### src/rtl/uart_pkg.sv
// rtl/uart_pkg.sv - shared types, default framing constants and parity helper for the UART frame receiver
// Contents: parity_e (line parity mode), parser_state_e (frame parser states),
// core_state_e (character receiver states), DEF_SOF/DEF_EOF and parity_calc().
package uart_pkg;

    typedef enum logic [1:0] {
        PAR_NONE = 2'd0,
        PAR_EVEN = 2'd1,
        PAR_ODD  = 2'd2
    } parity_e;

    typedef enum logic [2:0] {
        P_IDLE    = 3'd0,
        P_LEN     = 3'd1,
        P_CMD     = 3'd2,
        P_PAYLOAD = 3'd3,
        P_END     = 3'd4,
        P_HOLD    = 3'd5
    } parser_state_e;

    typedef enum logic [2:0] {
        C_IDLE  = 3'd0,
        C_START = 3'd1,
        C_DATA  = 3'd2,
        C_PAR   = 3'd3,
        C_STOP  = 3'd4
    } core_state_e;

    localparam int DEF_SOF    = 'hFE;
    localparam int DEF_EOF    = 'hEF;
    localparam int MAX_DATA_W = 9;

    // Parity bit a transmitter would append to data; narrower characters are
    // zero-extended by the caller, which leaves the XOR unchanged.
    function automatic logic parity_calc(input logic [MAX_DATA_W-1:0] data, input parity_e mode);
        case (mode)
            PAR_EVEN: return ^data;
            PAR_ODD:  return ~^data;
            default:  return 1'b0;
        endcase
    endfunction

endpackage

### src/rtl/uart_rx_core.sv
// rtl/uart_rx_core.sv - asynchronous serial character receiver (synchroniser, bit timer, bit counter)
// Ports: clk, reset (async, active high), rx_in (serial line, idles high),
// char_strobe (one-cycle pulse on the stop-bit mid-sample), char_data (received character),
// par_bad / stop_bad (qualifiers valid with char_strobe), busy (mid-character).
module uart_rx_core
    import uart_pkg::*;
#(
    parameter int      DATA_W       = 8,
    parameter int      CLKS_PER_BIT = 16,
    parameter parity_e PARITY       = PAR_EVEN
) (
    input  logic              clk,
    input  logic              reset,
    input  logic              rx_in,
    output logic              char_strobe,
    output logic [DATA_W-1:0] char_data,
    output logic              par_bad,
    output logic              stop_bad,
    output logic              busy
);

    // CLKS_PER_BIT >= 2 and DATA_W >= 5 keep both widths at least 1 bit.
    localparam int TW = $clog2(CLKS_PER_BIT);
    localparam int BW = $clog2(DATA_W);
    localparam logic [TW-1:0] HALF_LOAD = TW'(CLKS_PER_BIT / 2 - 1);
    localparam logic [TW-1:0] FULL_LOAD = TW'(CLKS_PER_BIT - 1);
    localparam logic [BW-1:0] LAST_BIT  = BW'(DATA_W - 1);

    logic              sync1, rx_s, rx_prev;
    core_state_e       state, state_d;
    logic [TW-1:0]     timer, timer_d;
    logic [BW-1:0]     bit_cnt, bit_cnt_d;
    logic [DATA_W-1:0] shift, shift_d;
    logic              par_bit, par_bit_d;
    logic              strobe_d, par_bad_d, stop_bad_d;
    logic              tick;

    // Synchroniser plus one extra stage for falling-edge detection; all reset
    // to the idle level so leaving reset never looks like a start bit.
    always_ff @(posedge clk or posedge reset) begin
        if (reset) begin
            sync1   <= 1'b1;
            rx_s    <= 1'b1;
            rx_prev <= 1'b1;
        end else begin
            sync1   <= rx_in;
            rx_s    <= sync1;
            rx_prev <= rx_s;
        end
    end

    assign tick = (timer == '0);

    always_comb begin
        state_d    = state;
        timer_d    = timer;
        bit_cnt_d  = bit_cnt;
        shift_d    = shift;
        par_bit_d  = par_bit;
        strobe_d   = 1'b0;
        par_bad_d  = 1'b0;
        stop_bad_d = 1'b0;
        if (state != C_IDLE) begin
            timer_d = tick ? FULL_LOAD : timer - TW'(1);
        end
        case (state)
            C_IDLE: begin
                if (!rx_s && rx_prev) begin
                    state_d = C_START;
                    timer_d = HALF_LOAD;
                end
            end
            C_START: begin
                if (tick) begin
                    if (rx_s) begin
                        state_d = C_IDLE;
                    end else begin
                        state_d   = C_DATA;
                        bit_cnt_d = '0;
                    end
                end
            end
            C_DATA: begin
                if (tick) begin
                    // LSB arrives first, so shift in from the top.
                    shift_d   = {rx_s, shift[DATA_W-1:1]};
                    bit_cnt_d = bit_cnt + BW'(1);
                    if (bit_cnt == LAST_BIT) begin
                        state_d = (PARITY == PAR_NONE) ? C_STOP : C_PAR;
                    end
                end
            end
            C_PAR: begin
                if (tick) begin
                    par_bit_d = rx_s;
                    state_d   = C_STOP;
                end
            end
            C_STOP: begin
                if (tick) begin
                    state_d    = C_IDLE;
                    strobe_d   = 1'b1;
                    stop_bad_d = !rx_s;
                    par_bad_d  = (PARITY != PAR_NONE) &&
                                 (par_bit != parity_calc(MAX_DATA_W'(shift), PARITY));
                end
            end
            default: state_d = C_IDLE;
        endcase
    end

    always_ff @(posedge clk or posedge reset) begin
        if (reset) begin
            state       <= C_IDLE;
            timer       <= '0;
            bit_cnt     <= '0;
            shift       <= '0;
            par_bit     <= 1'b0;
            char_strobe <= 1'b0;
            par_bad     <= 1'b0;
            stop_bad    <= 1'b0;
        end else begin
            state       <= state_d;
            timer       <= timer_d;
            bit_cnt     <= bit_cnt_d;
            shift       <= shift_d;
            par_bit     <= par_bit_d;
            char_strobe <= strobe_d;
            par_bad     <= par_bad_d;
            stop_bad    <= stop_bad_d;
        end
    end

    // The shift register is untouched until the next character's first data
    // bit, well after the strobe cycle, so it doubles as the output latch.
    assign char_data = shift;
    assign busy      = (state != C_IDLE);

endmodule

### src/rtl/uart_cmd_frame_rx.sv
// rtl/uart_cmd_frame_rx.sv - UART receiver with SOF/L/CMD/payload/EOF command-frame parser
// Ports: clk, reset (async, active high), rx_in (serial line);
// frame_valid/frame_ack (held-frame handshake), frame_cmd, frame_len (payload count),
// rd_idx/rd_data (combinational payload read); parity_err, frame_err, overflow
// (one-cycle error pulses); busy (parser outside IDLE or character in flight).
module uart_cmd_frame_rx
    import uart_pkg::*;
#(
    parameter int                DATA_W       = 8,
    parameter int                CLKS_PER_BIT = 16,
    parameter parity_e           PARITY       = PAR_EVEN,
    parameter int                MAX_PAYLOAD  = 16,
    parameter logic [DATA_W-1:0] SOF          = DATA_W'(DEF_SOF),
    parameter logic [DATA_W-1:0] EOF          = DATA_W'(DEF_EOF)
) (
    input  logic                                                   clk,
    input  logic                                                   reset,
    input  logic                                                   rx_in,
    output logic                                                   frame_valid,
    input  logic                                                   frame_ack,
    output logic [DATA_W-1:0]                                      frame_cmd,
    output logic [$clog2(MAX_PAYLOAD+1)-1:0]                       frame_len,
    input  logic [((MAX_PAYLOAD > 1) ? $clog2(MAX_PAYLOAD) : 1)-1:0] rd_idx,
    output logic [DATA_W-1:0]                                      rd_data,
    output logic                                                   parity_err,
    output logic                                                   frame_err,
    output logic                                                   overflow,
    output logic                                                   busy
);

    localparam int LW  = $clog2(MAX_PAYLOAD + 1);
    localparam int IW  = (MAX_PAYLOAD > 1) ? $clog2(MAX_PAYLOAD) : 1;
    localparam int LW1 = DATA_W + 1;
    // Largest acceptable L value (payload count + the CMD character).
    localparam logic [DATA_W:0] MAX_L = LW1'(MAX_PAYLOAD + 1);

    logic              char_strobe, par_bad, stop_bad, core_busy;
    logic [DATA_W-1:0] char_data;

    uart_rx_core #(
        .DATA_W       (DATA_W),
        .CLKS_PER_BIT (CLKS_PER_BIT),
        .PARITY       (PARITY)
    ) u_core (
        .clk         (clk),
        .reset       (reset),
        .rx_in       (rx_in),
        .char_strobe (char_strobe),
        .char_data   (char_data),
        .par_bad     (par_bad),
        .stop_bad    (stop_bad),
        .busy        (core_busy)
    );

    parser_state_e     state, state_d;
    logic [LW-1:0]     cnt, cnt_d, len_q, len_d;
    logic [DATA_W-1:0] cmd_q, cmd_d;
    logic              parity_err_d, frame_err_d, overflow_d;
    logic              wr_en;
    logic [DATA_W-1:0] buffer [MAX_PAYLOAD];

    always_comb begin
        state_d      = state;
        cnt_d        = cnt;
        len_d        = len_q;
        cmd_d        = cmd_q;
        parity_err_d = 1'b0;
        frame_err_d  = 1'b0;
        overflow_d   = 1'b0;
        wr_en        = 1'b0;

        if (state == P_HOLD && frame_ack) begin
            state_d = P_IDLE;
        end

        if (char_strobe) begin
            if (stop_bad) begin
                frame_err_d = 1'b1;
            end else if (state == P_HOLD) begin
                // Still HOLD for this character even if frame_ack arrives
                // in the same cycle: the character cannot be stored.
                overflow_d   = 1'b1;
                parity_err_d = par_bad;
            end else if (par_bad) begin
                parity_err_d = 1'b1;
                if (state != P_IDLE) begin
                    frame_err_d = 1'b1;
                    state_d     = P_IDLE;
                end
            end else begin
                case (state)
                    P_IDLE: begin
                        if (char_data == SOF) begin
                            state_d = P_LEN;
                        end
                    end
                    P_LEN: begin
                        cnt_d = '0;
                        len_d = LW'(char_data - DATA_W'(1));
                        if (char_data == '0) begin
                            frame_err_d = 1'b1;
                            state_d     = P_IDLE;
                        end else if ({1'b0, char_data} > MAX_L) begin
                            overflow_d = 1'b1;
                            state_d    = P_IDLE;
                        end else begin
                            state_d = P_CMD;
                        end
                    end
                    P_CMD: begin
                        cmd_d   = char_data;
                        state_d = (len_q == '0) ? P_END : P_PAYLOAD;
                    end
                    P_PAYLOAD: begin
                        wr_en = 1'b1;
                        cnt_d = cnt + LW'(1);
                        if (cnt + LW'(1) == len_q) begin
                            state_d = P_END;
                        end
                    end
                    P_END: begin
                        if (char_data == EOF) begin
                            state_d = P_HOLD;
                        end else begin
                            frame_err_d = 1'b1;
                            state_d     = P_IDLE;
                        end
                    end
                    default: state_d = P_IDLE;
                endcase
            end
        end
    end

    always_ff @(posedge clk or posedge reset) begin
        if (reset) begin
            state      <= P_IDLE;
            cnt        <= '0;
            len_q      <= '0;
            cmd_q      <= '0;
            parity_err <= 1'b0;
            frame_err  <= 1'b0;
            overflow   <= 1'b0;
        end else begin
            state      <= state_d;
            cnt        <= cnt_d;
            len_q      <= len_d;
            cmd_q      <= cmd_d;
            parity_err <= parity_err_d;
            frame_err  <= frame_err_d;
            overflow   <= overflow_d;
        end
    end

    // Payload storage carries no reset; rd_data is masked by frame_len, which does.
    always_ff @(posedge clk) begin
        if (wr_en) begin
            buffer[cnt[IW-1:0]] <= char_data;
        end
    end

    assign rd_data     = (LW'(rd_idx) < len_q) ? buffer[rd_idx] : '0;
    assign frame_valid = (state == P_HOLD);
    assign frame_cmd   = cmd_q;
    assign frame_len   = len_q;
    assign busy        = (state != P_IDLE) || core_busy;

endmodule

### config.mk
export PLATFORM = sky130hd
export DESIGN_NAME = uart_cmd_frame_rx
export DESIGN_NICKNAME = d
export VERILOG_FILES = /design/src/rtl/uart_pkg.sv /design/src/rtl/uart_rx_core.sv /design/src/rtl/uart_cmd_frame_rx.sv
export SDC_FILE = /design/constraint.sdc
export NUM_CORES = 1
export LEC_CHECK = 0
export BUFFER_PORTS_ARGS = -buffer_cell sky130_fd_sc_hd__buf_2
export CAP_MARGIN = 40
export CORE_ASPECT_RATIO = 2
export CORE_MARGIN = 3
export CORE_UTILIZATION = 49
export CTS_CLUSTER_SIZE = 24
export DETAILED_ROUTE_END_ITERATION = 10
export PLACE_DENSITY_LB_ADDON = 0.08
export SLEW_MARGIN = 20
export SYNTH_ARGS = -nofsm -noshare
export SYNTH_HDL_FRONTEND = slang
export SYNTH_SLANG_ARGS = --single-unit
### constraint.sdc
create_clock -name clk -period 5.26 [get_ports clk]
set_input_delay 1.052 -clock clk [delete_from_list [all_inputs] [get_ports clk]]
set_output_delay 1.052 -clock clk [all_outputs]
set_load 0.005 [all_outputs]
## Word-level counts from Yosys, hierarchy flattened

Memories as Yosys holds them, arrays and structs flattened.
Cells that the tools add are included.
Widths: inputs -> output; s select.

| operators by class | value |
|---|---|
| add/sub/neg operators | 4 |
| magnitude comparators | 2 |
| equal/unequal tests | 21 |
| mux-type cells | 65 |
| bitwise gates (word level) | 3 |
| reduce and logical (&&, ||, !) cells | 21 |

Operators with widths:

| cell | count |
|---|---|
| $mux 3 | 19 |
| $mux 1 | 33 |
| $pmux 3 s5 | 2 |
| $eq 8x8->1 const B | 2 |
| $mux 4 | 4 |
| $reduce_and 5->1 | 3 |
| $eq 3x2->1 const B | 4 |
| $eq 3x3->1 const B | 4 |
| $ne 2x1->1 const B | 6 |
| $pmux 5 s2 | 1 |
| $reduce_xor 9->1 | 1 |
| $gt 8x5->1 const B | 1 |
| $logic_not 8->1 | 1 |
| $mux 8 | 1 |
| $eq 3x1->1 const B | 2 |
| $logic_not 3->1 | 2 |
| $mux 2 | 3 |
| $pmux 3 s2 | 1 |
| $reduce_and 6->1 | 1 |
| $reduce_bool 3->1 | 2 |
| $add 5x1->5 const B | 1 |
| $eq 5x5->1 | 1 |
| $logic_not 5->1 | 1 |
| $lt 4x5->1 | 1 |
| other kinds (14) | 19 |

| storage, ports and cells | value |
|---|---|
| register bits | 49 |
| bits in writable memories | 128 |
| logic and storage cells | 135 |
| memories | 1 |

Memories:

| name | depth | bits a word | read ports | clocked after memory_dff | wr ports | line | text |
|---|---|---|---|---|---|---|---|
| buffer | 16 | 8 | 1 | 0 | 1 | uart_cmd_frame_rx.sv:60 | `logic [DATA_W-1:0] buffer [MAX_PAYLOAD];` |

## Longest topological paths before layout

Gate-level depths: netlist of the first run.

| depth | value |
|---|---|
| depth after elaboration | 9 |
| mapped depth | 7 |
| gate-level depth less buffers | 7 |

## Modules after synthesis

A second synthesis of the first run with hierarchy kept.

| unflattened totals | value |
|---|---|
| cells, all modules | 477 |
| area, all modules | 7758.7 um2 |

Modules (own cells, without submodules):

| module | instances | cells each | area an instance (um2) | seq. area each (um2) |
|---|---|---|---|---|
| uart_cmd_frame_rx | 1 | 383 | 6576.3 | 4444.3 |
| uart_rx_core | 1 | 94 | 1182.4 | 629.4 |

## Least setup slack after synthesis of the first run

No wires, ideal clock.

| timing | value |
|---|---|
| path type | input port to output port |
| start | input port rd_idx[0] in the netlist's numbering |
| end | output port rd_data[2] |
| arrival time | 2.429 ns |
| data required time | 4.208 ns |
| slack | 1.779 ns |
| cell stages on the path | 5 |
| cell sequence | buf_6 buf_8 mux4_1 mux4_2 a21boi_1 |

| on the way | value |
|---|---|
| cells in the longest elaborated chain, start to end | 2 |
| elaborated cells on any way between the ends | 3 |
| those cells by class | 1 x order compare; 1 x mux; 1 x memory |

Ends and longest elaborated chain:

| element | line | text |
|---|---|---|
| start, declared | uart_cmd_frame_rx.sv:23 | `input logic [((MAX_PAYLOAD > 1) ? $clog2(MAX_PAYLOAD) : 1)-1:0] rd_idx,` |
| $mem_v2 16x8 or $lt 4x5->1 (tied branches) | n/a |  |
| $mux 8 * | uart_cmd_frame_rx.sv:162 | `assign rd_data = (LW'(rd_idx) < len_q) ? buffer[rd_idx] : '0;` |
| end, declared | uart_cmd_frame_rx.sv:24 | `output logic [DATA_W-1:0] rd_data,` |

Mark *: on every way between the ends. The rest lies on a longest branch, timed or not.

## Worst setup path in the final report of the first run

| timing | value |
|---|---|
| start | input port rd_idx[1] in the netlist's numbering |
| end | output port rd_data[3] |

The elaborated chain is that of the path after synthesis.

==> results of run 1 <==
==> per-stage QoR <==
step	hold WS [ns]	util, %	instance area (um^2)	setup slack [ns]
6_report	0.357	55.9	8640	1.25
5_1_grt	0.359	55.9	8640	1.10
4_1_cts	0.359	55.9	8640	1.23
3_5_place_dp	0.349	52.2	8070	1.23
3_3_place_gp	0.347	52.2	8070	1.26
2_1_floorplan	0.345	-	7760	1.78
==> registers in the layout, summed over array words and instances (netlist names), 3 cells and up <==
| signal | cells |
|---|---|
| u_core.bit_cnt | 3 |
| u_core.char_data | 8 |
| buffer | 128 |
| state | 3 |
| u_core.state | 3 |
| frame_len | 5 |
| frame_cmd | 8 |
| cnt | 5 |
| u_core.timer | 4 |
==> area by class of cell <==
type | count | area, um^2
multi-input combinational | 272 | 2470
fill | 1220 | 6810
inverter | 23 | 86.3
timing repair buffer | 35 | 193
sequential | 177 | 5070
clock buffer | 22 | 493
tap | 198 | 248
clock inverter | 10 | 73.8
==> worst max-delay path, stage by stage <==
cell and delay, ns:
sky130_fd_sc_hd__buf_2 0.61, sky130_fd_sc_hd__ha_1 0.36, sky130_fd_sc_hd__a21o_1 0.16, sky130_fd_sc_hd__a21o_1 0.18, sky130_fd_sc_hd__a21o_1 0.27, sky130_fd_sc_hd__a21boi_1 0.18
sky130_fd_sc_hd__buf_2 0.13
==> path summary, 6_finish.rpt <==
path / startpoint / to
min reg2reg: u_core.sync1$_DFF_PP1_ / u_core.rx_s$_DFF_PP1_
min: u_core.sync1$_DFF_PP1_ / u_core.rx_s$_DFF_PP1_
max in group asynchronous: reset / u_core.bit_cnt[0]$_DFFE_PP0P_
max reg2reg: u_core.par_bad$_DFF_PP0_ / buffer[1][6]$_DFFE_PP_
max: rd_idx[1] / rd_data[3]
min in group asynchronous: reset / parity_err$_DFF_PP0_
==> power groups by stage <==
stage / Sequential, mW / Clock (mW) / Combinational [mW]
finish: 1.60 / 1.20 / 0.214
detailed placement: 1.62 / 0 / 0.217
global placement: 1.62 / 0 / 0.210
floorplan: 1.59 / 0 / 0.191
CTS: 1.60 / 1.22 / 0.217
global route: 1.60 / 1.28 / 0.245
==> cell usage after synthesis, types with 5 or more instances <==
library cell               number  area, um^2
sky130_fd_sc_hd__dfrtp_1       46        1150
sky130_fd_sc_hd__a21oi_1        8        40.0
sky130_fd_sc_hd__edfxtp_1     128        3840
sky130_fd_sc_hd__and2_1        19         119
sky130_fd_sc_hd__o21ai_0       34         170
sky130_fd_sc_hd__nor3_1         8        40.0
sky130_fd_sc_hd__xnor2_1       10        87.6
sky130_fd_sc_hd__mux4_2        27         608
sky130_fd_sc_hd__ha_1          24         300
sky130_fd_sc_hd__nand2_1       37         139
sky130_fd_sc_hd__a21boi_1       8        60.1
sky130_fd_sc_hd__nand3_1        7        35.0
sky130_fd_sc_hd__and3_1         5        31.3
sky130_fd_sc_hd__inv_1         23        86.3
sky130_fd_sc_hd__clkbuf_1      11        41.3
sky130_fd_sc_hd__mux4_1        13         342
sky130_fd_sc_hd__nand2b_1       7        43.8
sky130_fd_sc_hd__nor2b_1        5        31.3
sky130_fd_sc_hd__nor2_1        16        60.1
==> routing by layer <==
metal  part of all wire, %  routed length (um)
met4                   1.7                 282
met3                   2.4                 387
met5                     0                   0
met2                    59                9660
met1                    37                6070
==> layout by cell type, fill, tap and decap left out, types with 4 or more instances in the layout <==
| cell | instances |
|---|---|
| sky130_fd_sc_hd__edfxtp_1 | 128 |
| sky130_fd_sc_hd__dfrtp_1 | 46 |
| sky130_fd_sc_hd__nand2_1 | 37 |
| sky130_fd_sc_hd__o21ai_0 | 34 |
| sky130_fd_sc_hd__buf_2 | 33 |
| sky130_fd_sc_hd__mux4_2 | 27 |
| sky130_fd_sc_hd__ha_1 | 24 |
| sky130_fd_sc_hd__inv_1 | 22 |
| sky130_fd_sc_hd__and2_1 | 19 |
| sky130_fd_sc_hd__clkbuf_16 | 18 |
| sky130_fd_sc_hd__nor2_1 | 16 |
| sky130_fd_sc_hd__mux4_1 | 13 |
| sky130_fd_sc_hd__xnor2_1 | 10 |
| sky130_fd_sc_hd__a21oi_1 | 8 |
| sky130_fd_sc_hd__nor3_1 | 8 |
| sky130_fd_sc_hd__a21boi_1 | 8 |
| sky130_fd_sc_hd__nand3_1 | 7 |
| sky130_fd_sc_hd__nand2b_1 | 7 |
| sky130_fd_sc_hd__and3_1 | 5 |
| sky130_fd_sc_hd__nor2b_1 | 5 |
| sky130_fd_sc_hd__nor3b_1 | 4 |
| sky130_fd_sc_hd__nand4_1 | 4 |
| sky130_fd_sc_hd__xor2_1 | 4 |
| sky130_fd_sc_hd__clkinv_4 | 4 |
==> cell families after synthesis <==
group           count (synthesis)  synth area share (%)
xor+xnor                       15                  1.87
fa+ha+maj                      24                  3.87
buf+inv                        43                  2.77
compound gates                 71                  5.63
simple gates                  119                  7.83
flops                         177                  65.4
mux                            43                  12.7
==> metrics.md, run 1 <==
| Metric | Value |
|---|---|
| Proportion of synthesized flip-flops having asynchronous set or reset | ~28% |
| Slew @ Worst Pin | 0.809 ns |
| Setup TNS | 0 ns |
| Post-synthesis sequential area ratio | 65.4% |
| R2R depth | 4 |
| Crit Path Category | in -> out |
| Critical path launch point type | primary input |
| Worst-path maximum fanout | 33 |
| Clock tree root buffer cell | sky130_fd_sc_hd__clkbuf_16 |
| Result of the run | complete, no violations |
| Post-detailed-route wirelength per cell | 22.3 um |
| Count of input and output buffers | 33 |
| Sinks on the clock net | 177 |
| Global Route Usage Sum | a little over a fifth |
| Synth Flop Type | sky130_fd_sc_hd__edfxtp_1 |
| Final #Nets | approximately 560 |
| Global Route met1 Usage | 23.8% |
| HP Class | reg -> reg |
| First-pass iteration count of the detailed router | 4 |
| Synth Net Count | 524 |
| Slew Limit Fails | 0 |
| Number of distinct library cells after synthesis | approximately 50 |
| Met2 routing resource usage after global routing | between 30% and 40% |
| Synthesized area divided by synthesized cell count | 15.8 um^2 |
| Switching portion of total power | 23.6% |
| TritonCTS clock tree | yes |
| Final estimated routing congestion in global placement | 0.823 |
| Count of state elements after synthesis | 177 |
| Leakage power | roughly 3.4 nW |
| Count of maximum capacitance violations | 0 |
| Worst clock skew on the final layout | ~0.008 ns |
| Reg2reg setup slack | 2.53 ns |
| Clk slew on worst S/H paths | 0.06 ns |
| Starting utilization of the core area | 50.2% |
| Number of antenna violations at the first check in global routing | 0 |
| Number of instances in the synthesized netlist | around 500 |
| Largest net degree at the start of global routing | 50 |
| Number of setup violations in the final report | 0 |
| Via count | roughly 4200 |
| Routing usage on met3 | about 3.9% |
| Via count of the first global-routing pass | between 4000 and 5000 |
| CTS buffer count | 17 |
| Share of post-route cells with drive strength above 1 | 19.1% |
| Cell count after placement | 705 |
| Drt first-iter violations | 209 |
| Post-cts resize count | 0 |
| Die span in y | 184 um |
| Wire length after detailed routing | about 16 mm |
| Maximum clock path buffer count | 2 |
| Global route total overflow | 0 |
| Instance count along the most critical hold path | 0 |
| Std-Cell Rows | 64 |
| Detailed Place HPWL | roughly 12 mm |
| YS warnings | 0 |
| Required arrival time at the worst endpoint | 4.21 ns |
| Achievable clock frequency | 0.249 GHz |
| Slew headroom | 45.8% |
| Wire length of the first global-routing pass | 26.1 mm |
| Top-Level Pins | 34 |
| Post-layout instance count excluding filler cells | between 700 and 800 |
| Residual antenna-violating net count after detailed routing | 0 |
| Clock insertion delay at the later pin of the skew report | approximately 0.43 ns |
| Comb pwr share | 7.1% |
| Sequential power share | 53.0% |
| Largest voltage drop on the vdd net | 0.250 mV |
| WP data arrival | 2.96 ns |
| Share of power burned in the clock network | 39.9% |
| Unrepaired setup endpoints after global routing | no |
| Post-detailed-route via-to-cell ratio | ~5.7 |
| Power per cell area | around 350 nW/um^2 |
| Post-CTS Setup Bufs | 0 |
| Grt peak-use layer | met2 |
| DRC errors left | 0 |
| Die outline area | 17500 um^2 |
| Hold violation count in the final report | 0 |
| Mapped cell area | 7760 um^2 |
| Period utilisation layout | 76.2% |
| Kind of end point of the critical path | primary output |
| Final Power | 3.01 mW |
| CTS H-tree depth | 4 |
| Switching power | 0.710 mW |
| Ant diodes | 0 |
| Post-synthesis to final-layout area growth | 11.3% |
| Final critical-path required period | roughly 4 ns |
| EDFF count, synth | 128 |
| CTS Hold Buffers Added | 0 |
| Total core area | about 15000 um^2 |
| Die Width | 95 um |
| Internal Pwr Total | 2.30 mW |
Power figures use the tool's default switching activity.
==> run 2: changes to the inputs <==
--- a/config.mk
+++ b/config.mk
@@ -5,6 +5,7 @@
 export SDC_FILE = /design/constraint.sdc
 export NUM_CORES = 1
 export LEC_CHECK = 0
+export ABC_AREA = 1
 export BUFFER_PORTS_ARGS = -buffer_cell sky130_fd_sc_hd__buf_2
 export CAP_MARGIN = 40
 export CORE_ASPECT_RATIO = 2
==> constraint.sdc (replaced) <==
create_clock -name clk -period 3.7 [get_ports clk]
set_input_delay 0.74 -clock clk [delete_from_list [all_inputs] [get_ports clk]]
set_output_delay 0.74 -clock clk [all_outputs]
set_load 0.005 [all_outputs]
==> metrics.md, run 2 <==
| Metric | Value |
|---|---|
| CTS Hold Buffers Added | 0 |
| Count of maximum capacitance violations | 0 |
| Hold violation count in the final report | 0 |
| Detailed Place HPWL | 13.1 mm |
| Total core area | 15500 um^2 |
| Number of setup violations in the final report | 0 |
| Number of antenna violations at the first check in global routing | 0 |
| Starting utilization of the core area | 50.6% |
| Largest net degree at the start of global routing | 66 |
| Final estimated routing congestion in global placement | 0.847 |
| Slew @ Worst Pin | 0.788 ns |
| CP max stage cell | sky130_fd_sc_hd__inv_1 |
| TritonCTS clock tree | yes |
| Largest cells by area after synthesis | sky130_fd_sc_hd__edfxtp_1 49%, sky130_fd_sc_hd__dfrtp_1 15%, sky130_fd_sc_hd__nand2_1 6.0% |
| Global Route Usage Sum | 22.7% |
| Die Width | 95.6 um |
| Fill cell count | 1334 |
| R2R depth | 10 |
| Worst clock skew on the final layout | between 0.01 and 0.015 ns |
| Crit Path Category | in -> out |
| Drt first-iter violations | 269 |
| Reg2Reg Capture Point | state[1]$_DFF_PP0_ |
| Post-CTS Setup Bufs | 0 |
| Post-detailed-route wirelength per cell | around 19 um |
| Die span in y | 185 um |
| Critical path launch point type | primary input |
| Std-Cell Rows | 64 |
| Synth top cells by count | 128 x sky130_fd_sc_hd__edfxtp_1, 126 x sky130_fd_sc_hd__nand2_1, 76 x sky130_fd_sc_hd__nor2_1 |
| HP Class | in -> async |
| WP data arrival | around 2.5 ns |
| Ordered cell list for the critical path | buf_2 > buf_4 > ha_1 > nand2_1 > inv_1 > o21ai_0 > o221ai_1 > inv_1 > nand2_1 > nor2_1 > buf_2 |
| Leakage power | 3.56 nW |
| Slew Limit Fails | 0 |
| Max incr delay on CP | 0.28 ns |
| Number of distinct library cells after synthesis | 37 |
| Required arrival time at the worst endpoint | 2.96 ns |
| Post-synthesis to final-layout area growth | 13.2% |
| Kind of end point of the critical path | primary output |
| Synth Flop Type | sky130_fd_sc_hd__edfxtp_1 |
| Wire length after detailed routing | about 18 mm |
| Maximum clock path buffer count | 2 |
| Clock insertion delay at the later pin of the skew report | 0.43 ns |
| YS warnings | 0 |
| Post-cts resize count | 0 |
| Count of state elements after synthesis | between 150 and 200 |
| EDFF count, synth | 128 |
| Most frequently used cell type in the post-synthesis netlist | sky130_fd_sc_hd__edfxtp_1 |
| Die outline area | 17700 um^2 |
| Number of instances in the synthesized netlist | slightly above 700 |
| Proportion of synthesized flip-flops having asynchronous set or reset | 27.7% |
| Wire length of the first global-routing pass | around 30 mm |
| Achievable clock frequency | just over 0.3 GHz |
| Sinks on the clock net | 177 |
| Via count | 5392 |
| Clk slew on worst S/H paths | 0.07 ns |
| Worst path top cell family by delay | buffers and inverters |
| Post-synthesis cell type with the largest combined area | sky130_fd_sc_hd__edfxtp_1 |
| Start of the worst register-to-register path | u_core.char_data[0]$_DFFE_PP0P_ |
| CTS H-tree depth | 4 |
| Clock tree root buffer cell | sky130_fd_sc_hd__clkbuf_16 |
| Final critical-path required period | 3.26 ns |
| Most frequent standard cell in the layout excluding fill and tap cells | sky130_fd_sc_hd__edfxtp_1 |
| First-pass iteration count of the detailed router | 5 |
| Largest voltage drop on the vdd net | 0.437 mV |
| Period utilisation layout | 88.2% |
| Ant diodes | 0 |
| Setup TNS | 0 ns |
| Via count of the first global-routing pass | about 5600 |
| Highest-count cells in the layout ignoring fill and taps | 128 x sky130_fd_sc_hd__edfxtp_1, 126 x sky130_fd_sc_hd__nand2_1, 76 x sky130_fd_sc_hd__nor2_1 |
| CTS buffer count | 17 |
| DRC errors left | 0 |
| Worst hold slack | 0.278 ns |
| Residual antenna-violating net count after detailed routing | 0 |
| Post-synthesis sequential area ratio | 64.5% |
| Final Power | roughly 4.6 mW |
| Synthesized area divided by synthesized cell count | 11.1 um^2 |
| Slew headroom | 47.2% |
| Post-detailed-route via-to-cell ratio | 5.62 |
| Mapped cell area | 7860 um^2 |
| Buf/Inv on CP | 5 |
| Reg2reg setup slack | 1.28 ns |
| Result of the run | complete, no violations |
| Share of post-route cells with drive strength above 1 | 15.5% |
| Synth Net Count | around 740 |
| Global route total overflow | 0 |
| Power per cell area | 516 nW/um^2 |
| Count of input and output buffers | 33 |
| Top-Level Pins | 34 |
| Max FFs per register | 128 |
| Unrepaired setup endpoints after global routing | no |
| Worst-path maximum fanout | 13 |
| Final #Nets | 781 |
| Top-area cell type share of the netlist area | 48.9% |
[run 2: cell types whose count changed in the layout (fill, tap and decap cells not counted), sizes merged, moves of 7 or more]
cell,change
nand2,+94
nor2,+65
mux4,-40
inv,+36
a21oi,+35
o21ai,+34
and2,-19
buf,+15
nand3,+15
a221oi,+14
o22ai,+11
a21boi,-7
nand2b,-7
[run 2: per-stage QoR]
step,setup slack (ns),instances,utilization [%],cell area [um^2]
final,0.437,960,57.3,8900
after global routing,0.322,960,57.3,8900
after CTS,0.393,959,57.2,8890
after detailed placement,0.381,927,53.3,8280
after global placement,0.430,924,53.0,8240
after floorplan,1.27,706,-,7860
[run 2: power breakdown]
part           internal (mW)  switching (mW)  leakage (nW)  total [mW]
Combinational          0.170           0.355          1.39       0.524
Clock                   1.06           0.765         0.309        1.83
Sequential              2.19          0.0464          1.86        2.24
[run 2: kinds of logic after synthesis]
group,after synthesis,synth area share (%)
compound gates,158,12.1
xor+xnor,8,0.891
fa+ha+maj,24,3.82
buf+inv,83,4.71
flops,177,64.5
simple gates,256,13.9
[run 2: layout make-up]
type	count	area [um^2]	share of cell area, %
Inverter	57	215	2.42
Timing Repair Buffer	50	330	3.71
Multi-Input combinational cell	446	2420	27.2
Tap cell	198	248	2.78
Clock inverter	11	110	1.24
Clock buffer	21	505	5.68
Sequential cell	177	5070	57.0
[run 2: worst max path at each step]
stage,cells past startpoint,slack (ns),endpoint,from
2_1_floorplan,8,1.27,rd_data[1],rd_idx[2]
3_3_place_gp,11,0.43,rd_data[2],rd_idx[1]
3_5_place_dp,11,0.38,rd_data[2],rd_idx[1]
4_1_cts,11,0.39,rd_data[2],rd_idx[1]
5_1_grt,10,0.32,rd_data[2],frame_len[2]$_DFFE_PP0P_
6_report,11,0.44,rd_data[2],rd_idx[1]
[run 2: worst register-to-register path, stage by stage, from the launching register on]
cell and delay, ns:
sky130_fd_sc_hd__dfrtp_1 0.84, sky130_fd_sc_hd__inv_1 0.32, sky130_fd_sc_hd__ha_1 0.32, sky130_fd_sc_hd__nand2_1 0.10
sky130_fd_sc_hd__nand2_1 0.06, sky130_fd_sc_hd__a32oi_1 0.34, sky130_fd_sc_hd__nor2_1 0.07, sky130_fd_sc_hd__nand2_1 0.07
sky130_fd_sc_hd__nand3_1 0.08, sky130_fd_sc_hd__nand2_1 0.07, sky130_fd_sc_hd__nand2_1 0.05
[run 2: routing by layer]
| layer | vias to the layer above | GRT usage, % | share of wire (%) |
|---|---|---|---|
| li1 | 2570 | - | - |
| met1 | 2639 | 25.1 | 37 |
| met2 | 142 | 41.3 | 56 |
| met3 | 41 | 3.46 | 3.1 |
| met4 | 0 | 11.3 | 4.3 |
| met5 | - | 0 | 0 |
==> run 3: changes to the inputs <==
--- a/config.mk
+++ b/config.mk
@@ -8,9 +8,8 @@
 export ABC_AREA = 1
 export BUFFER_PORTS_ARGS = -buffer_cell sky130_fd_sc_hd__buf_2
 export CAP_MARGIN = 40
-export CORE_ASPECT_RATIO = 2
 export CORE_MARGIN = 3
-export CORE_UTILIZATION = 49
+export CORE_UTILIZATION = 55
 export CTS_CLUSTER_SIZE = 24
 export DETAILED_ROUTE_END_ITERATION = 10
 export PLACE_DENSITY_LB_ADDON = 0.08
==> metrics.md, run 3 (synthesized netlist as in run 2, its figures left out) <==
| Metric | Value |
|---|---|
| Result of the run | complete, no violations |
| Die Width | 126 um |
| Clk slew on worst S/H paths | 0.07 ns |
| Critical path launch point type | primary input |
| Switching portion of total power | between 20% and 30% |
| Switching power | 1.12 mW |
| Count of maximum capacitance violations | 0 |
| Setup TNS | 0 ns |
| Kind of end point of the critical path | primary output |
| Clock insertion delay at the later pin of the skew report | 0.43 ns |
| Worst-path maximum fanout | 21 |
| Post-cts resize count | 0 |
| CTS Hold Buffers Added | 0 |
| Leakage power | about 3.5 nW |
| Residual antenna-violating net count after detailed routing | 0 |
| Wire length after detailed routing | 18.2 mm |
| Max FFs per register | ~130 |
| Top-Level Pins | 34 |
| Global route total overflow | 0 |
| Number of antenna violations at the first check in global routing | 0 |
| Worst slack at placement | around 0.41 ns |
| Count of input and output buffers | 33 |
| Share of power burned in the clock network | about two fifths |
| Crit Path Category | in -> out |
| Slew @ Worst Pin | around 0.87 ns |
| Achievable clock frequency | 0.304 GHz |
| Post-CTS Setup Bufs | 0 |
| Largest voltage drop on the vdd net | ~0.36 mV |
| Final #Nets | 781 |
| Reg2Reg Capture Point | state[1]$_DFF_PP0_ |
| Drt first-iter violations | between 600 and 700 |
| Final critical-path required period | 3.29 ns |
| Most frequent standard cell in the layout excluding fill and tap cells | sky130_fd_sc_hd__edfxtp_1 |
| Std-Cell Rows | 43 |
| Largest net degree at the start of global routing | between 60 and 70 |
| Ant diodes | 0 |
| Die outline area | about 16000 um^2 |
| Reg2reg setup slack | 1.37 ns |
| First-pass iteration count of the detailed router | 7 |
| Number of setup violations in the final report | 0 |
| Power per cell area | 518 nW/um^2 |
| Required arrival time at the worst endpoint | a little under 3 ns |
| CTS H-tree depth | 4 |
| Hold violation count in the final report | 0 |
| Post-detailed-route via-to-cell ratio | 5.89 |
| Final estimated routing congestion in global placement | 0.867 |
| Wire length of the first global-routing pass | 29.3 mm |
| Sequential power share | between 40% and 50% |
| Global Route Usage Sum | between 20% and 30% |
| Highest-count cells in the layout ignoring fill and taps | 128 x sky130_fd_sc_hd__edfxtp_1, 126 x sky130_fd_sc_hd__nand2_1, 76 x sky130_fd_sc_hd__nor2_1 |
| Slew headroom | 41.8% |
| Unrepaired setup endpoints after global routing | no |
| Slack of the critical path | 0.411 ns |
| CTS buffer count | 17 |
| R2R depth | 10 |
| Period utilisation layout | 88.9% |
| Detailed Place HPWL | 11.8 mm |
| Utilization of the core after routing | a little under two thirds |
| Comb pwr share | 11.2% |
| Sinks on the clock net | 177 |
| HP Class | in -> async |
| Slew Limit Fails | 0 |
| Share of post-route cells with drive strength above 1 | ~15% |
| DRC errors left | 0 |
| Die span in y | about 130 um |
| Post-synthesis to final-layout area growth | 12.9% |
| WP data arrival | ~2.6 ns |
| Internal Pwr Total | 3.48 mW |
| TritonCTS clock tree | yes |
| Worst clock skew on the final layout | roughly 0.0085 ns |
| Total core area | 13900 um^2 |
| Maximum clock path buffer count | 2 |
| Starting utilization of the core area | 56.4% |
| Post-detailed-route wirelength per cell | around 19 um |
| Via count of the first global-routing pass | approximately 5500 |
| Start of the worst register-to-register path | u_core.char_data[0]$_DFFE_PP0P_ |
| Via count | 5551 |
| Clock tree root buffer cell | sky130_fd_sc_hd__clkbuf_16 |
run 3: area by class of cell:
cell class / count / area (um^2)
clock buffers: 20 / 437
well taps: 180 / 225
clock inverters: 12 / 165
flip-flops and latches: 177 / 5070
multi-input cells: 446 / 2420
repair buffers: 50 / 343
inverters: 57 / 215
fillers: 1124 / 5060
run 3: power groups by stage:
stage          logic (mW)  registers [mW]  clock network, mW
2_1_floorplan       0.356            2.28                  0
3_3_place_gp        0.491            2.28                  0
3_5_place_dp        0.512            2.28                  0
4_1_cts             0.515            2.24               1.86
5_1_grt             0.584            2.25               1.94
6_report            0.514            2.24               1.84
run 3: per-layer routing:
layer	track usage, %	vias up	share of wire [%]
met4	9.25	0	2.0
met1	31.6	2769	43
met5	0	-	0
li1	-	2581	-
met3	5.08	25	5.6
met2	39.6	176	49
run 3: worst max-delay path: stages:
cell and delay [ns]:
sky130_fd_sc_hd__buf_2 0.41, sky130_fd_sc_hd__ha_1 0.35, sky130_fd_sc_hd__nand2_1 0.07, sky130_fd_sc_hd__inv_1 0.03, sky130_fd_sc_hd__o21ai_0 0.14, sky130_fd_sc_hd__o221ai_1 0.16
sky130_fd_sc_hd__inv_1 0.24, sky130_fd_sc_hd__nand2_1 0.11, sky130_fd_sc_hd__nor2_1 0.15, sky130_fd_sc_hd__buf_2 0.13
run 3: how the worst max path moves through the flow:
stage | from | end | slack (ns) | cells after the start
finish | rd_idx[2] | rd_data[7] | 0.41 | 10
global route | rd_idx[2] | rd_data[7] | 0.21 | 10
CTS | rd_idx[2] | rd_data[7] | 0.41 | 10
detailed placement | rd_idx[2] | rd_data[7] | 0.41 | 10
global placement | rd_idx[2] | rd_data[4] | 0.52 | 10
floorplan | rd_idx[2] | rd_data[1] | 1.27 | 8
run 3: through the flow:
step	hold WS [ns]	std cells	instance area (um^2)	total power, mW
final	0.357	942	8870	4.60
after detailed placement	0.349	907	8250	2.80
after CTS	0.358	939	8850	4.61
after global placement	0.348	904	8220	2.77
after floorplan	0.345	706	7860	2.63
after global routing	0.364	942	8870	4.77
